## config.mk

```make
export PLATFORM = sky130hd
export DESIGN_NAME = spi_master_ctrl
export DESIGN_NICKNAME = d
export VERILOG_FILES = /design/src/rtl/spi_master_ctrl_pkg.sv /design/src/rtl/spi_master_ctrl_shift_reg.sv /design/src/rtl/spi_master_ctrl.sv
export SDC_FILE = /design/constraint.sdc
export NUM_CORES = 1
export LEC_CHECK = 0
export CAP_MARGIN = 20
export CORE_MARGIN = 5
export CORE_UTILIZATION = 50
export DETAILED_ROUTE_END_ITERATION = 12
export PLACE_DENSITY_LB_ADDON = 0.2
export SLEW_MARGIN = 40
export SYNTH_ARGS = -nofsm -noshare
export SYNTH_HDL_FRONTEND = slang
export SYNTH_SLANG_ARGS = --single-unit
export TNS_END_PERCENT = 50
```

## constraint.sdc

```tcl
create_clock -name i_clk -period 3.34 [get_ports i_clk]
set_input_delay 0.501 -clock i_clk [delete_from_list [all_inputs] [get_ports i_clk]]
set_output_delay 0.501 -clock i_clk [all_outputs]
set_load 0.005 [all_outputs]
```

## src/rtl/spi_master_ctrl_pkg.sv

```systemverilog
// -----------------------------------------------------------------------------
// spi_master_ctrl_pkg
// Shared definitions for the SPI master controller: FSM state encodings,
// SPI mode constants and the divider frequency-request helper.
// No ports.
// -----------------------------------------------------------------------------
package spi_master_ctrl_pkg;

   typedef enum logic [2:0] {
      ST_IDLE  = 3'd0,
      ST_SETUP = 3'd1,
      ST_XFER  = 3'd2,
      ST_HOLD  = 3'd3,
      ST_DONE  = 3'd4
   } spi_state_t;

   // Mode 0: sclk idles low, data sampled on the rising edge.
   localparam logic SPI_CPOL = 1'b0;
   localparam logic SPI_CPHA = 1'b0;

   localparam int FREQ_W = 32;

   // The divider produces one tick per half-period, so it is asked for twice
   // the sclk frequency.
   function automatic logic [FREQ_W-1:0] freq_request(input int unsigned spi_freq);
      return FREQ_W'(2 * spi_freq);
   endfunction

endpackage

```

## src/rtl/spi_master_ctrl_shift_reg.sv

```systemverilog
// -----------------------------------------------------------------------------
// spi_shift_reg
// Transmit and receive shift registers for one SPI transfer, MSB first.
// The transmit MSB is driven onto mosi directly by the controller at start
// acceptance, so only the remaining DATA_W-1 bits are held here.
// Ports:
//   clk        system clock, posedge
//   rst_n      synchronous active-low reset
//   load       capture load_data into the tx register
//   load_data  tx bits below the MSB
//   shift_out  advance the tx register by one bit
//   tx_next    bit that goes out on mosi at the next falling sclk edge
//   shift_in   shift serial_in into the rx register LSB
//   serial_in  sampled miso bit
//   rx_data    received byte
// -----------------------------------------------------------------------------
module spi_shift_reg #(
   parameter int DATA_W = 8
) (
   input  logic              clk,
   input  logic              rst_n,
   input  logic              load,
   input  logic [DATA_W-2:0] load_data,
   input  logic              shift_out,
   output logic              tx_next,
   input  logic              shift_in,
   input  logic              serial_in,
   output logic [DATA_W-1:0] rx_data
);

   logic [DATA_W-2:0] tx_q;

   always_ff @(posedge clk) begin
      if (!rst_n) begin
         tx_q    <= '0;
         rx_data <= '0;
      end else begin
         if (load) begin
            tx_q <= load_data;
         end else if (shift_out) begin
            tx_q <= tx_q << 1;
         end
         if (shift_in) begin
            rx_data <= {rx_data[DATA_W-2:0], serial_in};
         end
      end
   end

   assign tx_next = tx_q[DATA_W-2];

endmodule

```

## src/rtl/spi_master_ctrl.sv

```systemverilog
// -----------------------------------------------------------------------------
// spi_master_ctrl
// Sequences one SPI mode-0 transfer of DATA_W bits, MSB first, paced by the
// half-period tick of an external clock divider. The divider is parked
// (o_freq = 0) whenever no transfer is in flight so each transfer starts from
// a zeroed divider phase.
//
//   state | meaning
//   ------+------------------------------------------------------------
//   IDLE  | waiting for i_start; cs_n high, divider parked
//   SETUP | cs_n low, first mosi bit valid; first tick raises sclk
//   XFER  | each tick toggles sclk; sample on rise, shift on fall
//   HOLD  | sclk low, cs_n low for CS_HOLD ticks after the last fall
//   DONE  | one cycle; o_done pulse, o_data valid
//
// Ports:
//   i_clk    system clock          i_rst_n  synchronous active-low reset
//   i_tick   divider half-period   o_freq   divider frequency request
//   i_start  start request         i_data   byte to send
//   o_busy   transfer in flight    o_done   one-cycle completion pulse
//   o_data   received byte         o_cs_n   chip select, active low
//   o_sclk   serial clock          o_mosi   serial data out
//   i_miso   serial data in (already synchronous to i_clk)
// -----------------------------------------------------------------------------
module spi_master_ctrl
   import spi_master_ctrl_pkg::*;
#(
   parameter int unsigned CLK_FREQ = 12000000,
   parameter int unsigned SPI_FREQ = 1000000,
   parameter int          DATA_W   = 8,
   parameter int          CS_HOLD  = 1
) (
   input  logic              i_clk,
   input  logic              i_rst_n,
   input  logic              i_tick,
   output logic [31:0]       o_freq,
   input  logic              i_start,
   input  logic [DATA_W-1:0] i_data,
   output logic              o_busy,
   output logic              o_done,
   output logic [DATA_W-1:0] o_data,
   output logic              o_cs_n,
   output logic              o_sclk,
   output logic              o_mosi,
   input  logic              i_miso
);

   localparam int CNT_W  = $clog2(DATA_W + 1);
   localparam int HOLD_W = (CS_HOLD > 1) ? $clog2(CS_HOLD + 1) : 1;

   localparam logic [FREQ_W-1:0] FREQ_REQ  = freq_request(SPI_FREQ);
   localparam logic [CNT_W-1:0]  LAST_BIT  = CNT_W'(DATA_W - 1);
   localparam logic [HOLD_W-1:0] HOLD_INIT = HOLD_W'(CS_HOLD);

   if (SPI_FREQ == 0) begin : g_bad_spi_freq
      $error("spi_master_ctrl: SPI_FREQ must be nonzero");
   end
   if ((2 * longint'(SPI_FREQ)) > longint'(CLK_FREQ)) begin : g_bad_ratio
      $error("spi_master_ctrl: 2*SPI_FREQ exceeds CLK_FREQ");
   end
   if (DATA_W < 2) begin : g_bad_width
      $error("spi_master_ctrl: DATA_W must be at least 2");
   end
   if (CS_HOLD < 0) begin : g_bad_hold
      $error("spi_master_ctrl: CS_HOLD must not be negative");
   end
   if (SPI_CPHA != 1'b0) begin : g_bad_mode
      $error("spi_master_ctrl: only CPHA=0 is sequenced here");
   end

   spi_state_t        state;
   logic [CNT_W-1:0]  bit_cnt;
   logic [HOLD_W-1:0] hold_cnt;

   logic              tx_load;
   logic              tx_shift;
   logic              rx_shift;
   logic              tx_next;
   logic [DATA_W-1:0] rx_q;

   // Shift enables mirror the FSM's tick decisions so the shift register
   // moves on exactly the same edges as sclk.
   always_comb begin
      tx_load  = (state == ST_IDLE) && i_start;
      rx_shift = i_tick && ((state == ST_SETUP) || ((state == ST_XFER) && !o_sclk));
      tx_shift = i_tick && (state == ST_XFER) && o_sclk;
   end

   spi_shift_reg #(
      .DATA_W (DATA_W)
   ) u_shift_reg (
      .clk       (i_clk),
      .rst_n     (i_rst_n),
      .load      (tx_load),
      .load_data (i_data[DATA_W-2:0]),
      .shift_out (tx_shift),
      .tx_next   (tx_next),
      .shift_in  (rx_shift),
      .serial_in (i_miso),
      .rx_data   (rx_q)
   );

   always_ff @(posedge i_clk) begin
      if (!i_rst_n) begin
         state    <= ST_IDLE;
         o_cs_n   <= 1'b1;
         o_sclk   <= SPI_CPOL;
         o_mosi   <= 1'b0;
         o_busy   <= 1'b0;
         o_done   <= 1'b0;
         o_data   <= '0;
         o_freq   <= '0;
         bit_cnt  <= '0;
         hold_cnt <= '0;
      end else begin
         case (state)
            ST_IDLE: begin
               // A tick arriving together with the start is simply dropped.
               if (i_start) begin
                  state   <= ST_SETUP;
                  o_cs_n  <= 1'b0;
                  o_mosi  <= i_data[DATA_W-1];
                  o_freq  <= FREQ_REQ;
                  o_busy  <= 1'b1;
                  bit_cnt <= '0;
               end
            end

            ST_SETUP: begin
               if (i_tick) begin
                  state  <= ST_XFER;
                  o_sclk <= 1'b1;
               end
            end

            ST_XFER: begin
               if (i_tick) begin
                  if (!o_sclk) begin
                     o_sclk <= 1'b1;
                  end else begin
                     o_sclk  <= 1'b0;
                     o_mosi  <= tx_next;
                     bit_cnt <= bit_cnt + CNT_W'(1);
                     if (bit_cnt == LAST_BIT) begin
                        if (CS_HOLD == 0) begin
                           state  <= ST_DONE;
                           o_cs_n <= 1'b1;
                           o_freq <= '0;
                           o_data <= rx_q;
                           o_done <= 1'b1;
                        end else begin
                           state    <= ST_HOLD;
                           hold_cnt <= HOLD_INIT;
                        end
                     end
                  end
               end
            end

            ST_HOLD: begin
               if (i_tick) begin
                  if (hold_cnt == HOLD_W'(1)) begin
                     state  <= ST_DONE;
                     o_cs_n <= 1'b1;
                     o_freq <= '0;
                     o_data <= rx_q;
                     o_done <= 1'b1;
                  end else begin
                     hold_cnt <= hold_cnt - HOLD_W'(1);
                  end
               end
            end

            ST_DONE: begin
               o_done <= 1'b0;
               o_busy <= 1'b0;
               o_mosi <= 1'b0;
               state  <= ST_IDLE;
            end

            default: begin
               state <= ST_IDLE;
            end
         endcase
      end
   end

endmodule
```

==> summary.txt <==
Critical path
  • Crit end category: flop
  • Max incr delay on CP: 580 ps
  • Crit-path slowest cell: clkdlybuf4s50_1
  • Worst-path fanout max: 9
  • Setup crit start kind: input pin
  • Critical path, cell by cell: clkdlybuf4s50_1, nor2b_2, nand4_1, mux2i_1, nor2_1
  • CP required: 3510 ps
  • Flop-to-flop setup slack: 1370 ps
  • Crit path kind: input pin to flop
  • Arr. time, crit path: 2400 ps

Detailed routing
  • Via count: 1307
  • Final WL: 3480 um
  • Pre-Repair DR Iteration Count: 4
  • Routed Antenna Nets: 0
  • DR iter-0 viols: 62
  • Residual DRC count: 0
  • Drt wl/cell: 12.9 um
  • Via density: 4.84

Timing
  • Upper clock frequency limit: 0.449 GHz
  • Setup ws final: 1110 ps
  • Rel. slew slack: 46.7%
  • Final Hold Fails: 0
  • RSZ-0062 raised after global routing: false
  • Fin. max-slew vios: 0
  • Tcrit/Tclk final: 66.7%
  • Final min period: 2230 ps
  • Total negative slack: 0 ps
  • Final setup vio count: 0
  • Final hold slack: 455 ps
  • Least-Margin Pin Slew: 796 ps
  • Skew final: 4.01 ps

Layout
  • Fillers: 319
  • Seq. cell area: 741 um2
  • Final nets: 235
  • Diode count: 0
  • Share of layout cells above drive strength 1: 9.46%
  • Multi-input combinational cell area: 920 um2
  • Layout area overhead: 14.9%

Power and ir drop
  • Leakage power total: 0.962 nW
  • Maximum VDD drop: 0.358 mV
  • Pwr dens: 609 mW/mm2

Clock tree
  • Post-CTS sizing: 0
  • Hold buffer count at cts: 0
  • H-tree depth: 2
  • Clock transition at path regs: 70 ps
  • Sink Count: 37
  • Total CTS buffers: 5
  • Post-CTS Setup Bufs: 0
  • Clock tree buffer depth: 2
  • Clock latency on the worst-skew pair: 280 ps
  • Root buffer cell: clkbuf_8
  • CTS tree: yes

Synthesis
  • Synth Area in Compound Gates: 13.3%
  • Distinct cell type count after synthesis: 42
  • Sequential area share after synthesis: 39.1%
  • Post-Synth Adder-Cell Area: 0.661%
  • Async S/R FF share, synth: 0%
  • Mux cell area share after synthesis: 13.2%
  • Synthesized area: 0.00189 mm2
  • Mapped Avg Cell Area: 9.57 um2
  • Ys flop type: dfxtp_1
  • Number of synthesized flops with an enable pin: 0
  • Synth Area in Simple Gates: 16.4%
  • Main combinational cell family by area after synthesis: buffers and inverters
  • Ys Warns: 0
  • Post-Syn Instances: 198
  • #FFs+latches synth: 37
  • Xor-xnor portion of the synthesized cell area: 0%

Floorplanning
  • CORE AREA: 0.00366 mm2
  • Placement row count: 22
  • Die Y: 71.6 um
  • Initial Utilization: 51.7%
  • Die area: 0.00512 mm2
  • I/O pin count: 58
  • Die Span X: 71.6 um

Global route
  • First-pass GRT wire length: 5620 um
  • Number of global-route vias before repair: 1245
  • Total GRT Usage: 13.8%
  • Grt total ovfl: 0
  • Initial antenna violation count: 0
  • Largest net degree at the start of global routing: 19

Flow run
  • Max cap viols: 0

Placed design
  • Placement Setup Slack: 811 ps
  • Detailed Place HPWL: 2620 um
  • # port buffers: 32
  • Placer Congestion: 0.850

Outcome
  • Outcome: complete, no violations

Worst hold path
  • Hold crit path type: flop to flop
==> layout make-up <==
cell class	instances	area share, %
Tap cell	48	2.76
Multi-Input combinational cell	141	42.3
Sequential cell	37	34.0
Clock buffer	7	3.97
Timing Repair Buffer	33	15.1
Inverter	3	0.518
Clock inverter	1	1.38
==> placed cells by master (no fill, tap or decap), types with 4 or more instances in the layout <==
master,count
a21oi_1,15
mux2i_1,25
o21ai_0,4
nor2_1,23
dfxtp_1,37
conb_1,25
o21ai_1,5
nand2_1,8
clkbuf_8,6
clkdlybuf4s50_1,32
==> cell usage after synthesis, types with 2 or more instances <==
cell	n	area share (%)
dfxtp_1	37	39
buf_4	32	13
mux2i_1	25	13
nor2_1	23	4.6
a21oi_1	15	4.0
nand2_1	8	1.6
buf_6	5	3.0
o21ai_1	5	1.3
o21ai_0	4	1.1
clkbuf_1	3	0.59
a22oi_1	2	0.79
and2b_1	2	0.79
inv_1	2	0.40
nand3_1	2	0.53
nand4_1	2	0.66
nor2b_1	2	0.66
nor3_1	2	0.53
nor3b_2	2	1.3
o211a_1	2	1.1
==> critical path: cells and delay by family <==
family	cells	cell delay, ps
buf+inv	1	580
mux	1	370
simple gates	3	940
==> flip-flops by register name (all words and copies together), names as in the netlist <==
| register | cells |
|---|---|
| o_data | 8 |
| o_sclk | 1 |
| o_busy | 1 |
| o_cs_n | 1 |
| o_mosi | 1 |
| hold_cnt | 1 |
| o_freq | 1 |
| o_done | 1 |
| state | 3 |
| u_shift_reg.tx_q | 7 |
| bit_cnt | 4 |
| u_shift_reg.rx_data | 8 |
==> cells by family (layout without fill, tap and decap cells) <==
logic type	Yosys count	after routing
and+or+nand+nor	54	54
buffers and inverters	44	44
DFF	37	37
AOI/OAI and AO/OA	36	36
muxes	25	25
adders and majority gates	1	1
other	1	25
==> report_power, final <==
group          switching, mW  internal, mW
sequential            0.0775         0.493
clock                  0.143         0.243
combinational          0.175         0.193
==> metrics by stage <==
stage / cell area (um2) / instances / util, % / power (mW)
global placement: 2060 / 262 / 56.3 / 0.935
finish: 2180 / 270 / 59.4 / 1.32
floorplan: 1980 / 222 / - / 0.897
CTS: 2180 / 270 / 59.4 / 1.34
detailed placement: 2060 / 262 / 56.3 / 0.950
global route: 2180 / 270 / 59.4 / 1.40
==> path summary, 6_finish.rpt <==
kind	startpoint	end	depth (start not counted)
worst max-delay path	i_tick	o_data[4]	5
worst min register to register	o_done	o_done	2
worst max register to register	state[0]	o_data[4]	3
worst min-delay path	o_done	o_done	2
==> routing by layer <==
layer	vias to the layer above	part of all wire, %	GRT usage [%]
li1	669	-	-
met1	593	45	17.4
met2	37	47	21.7
met3	8	5.7	4.35
met4	0	1.8	5.64
met5	-	0	0
(Power assumes the default switching activity.)
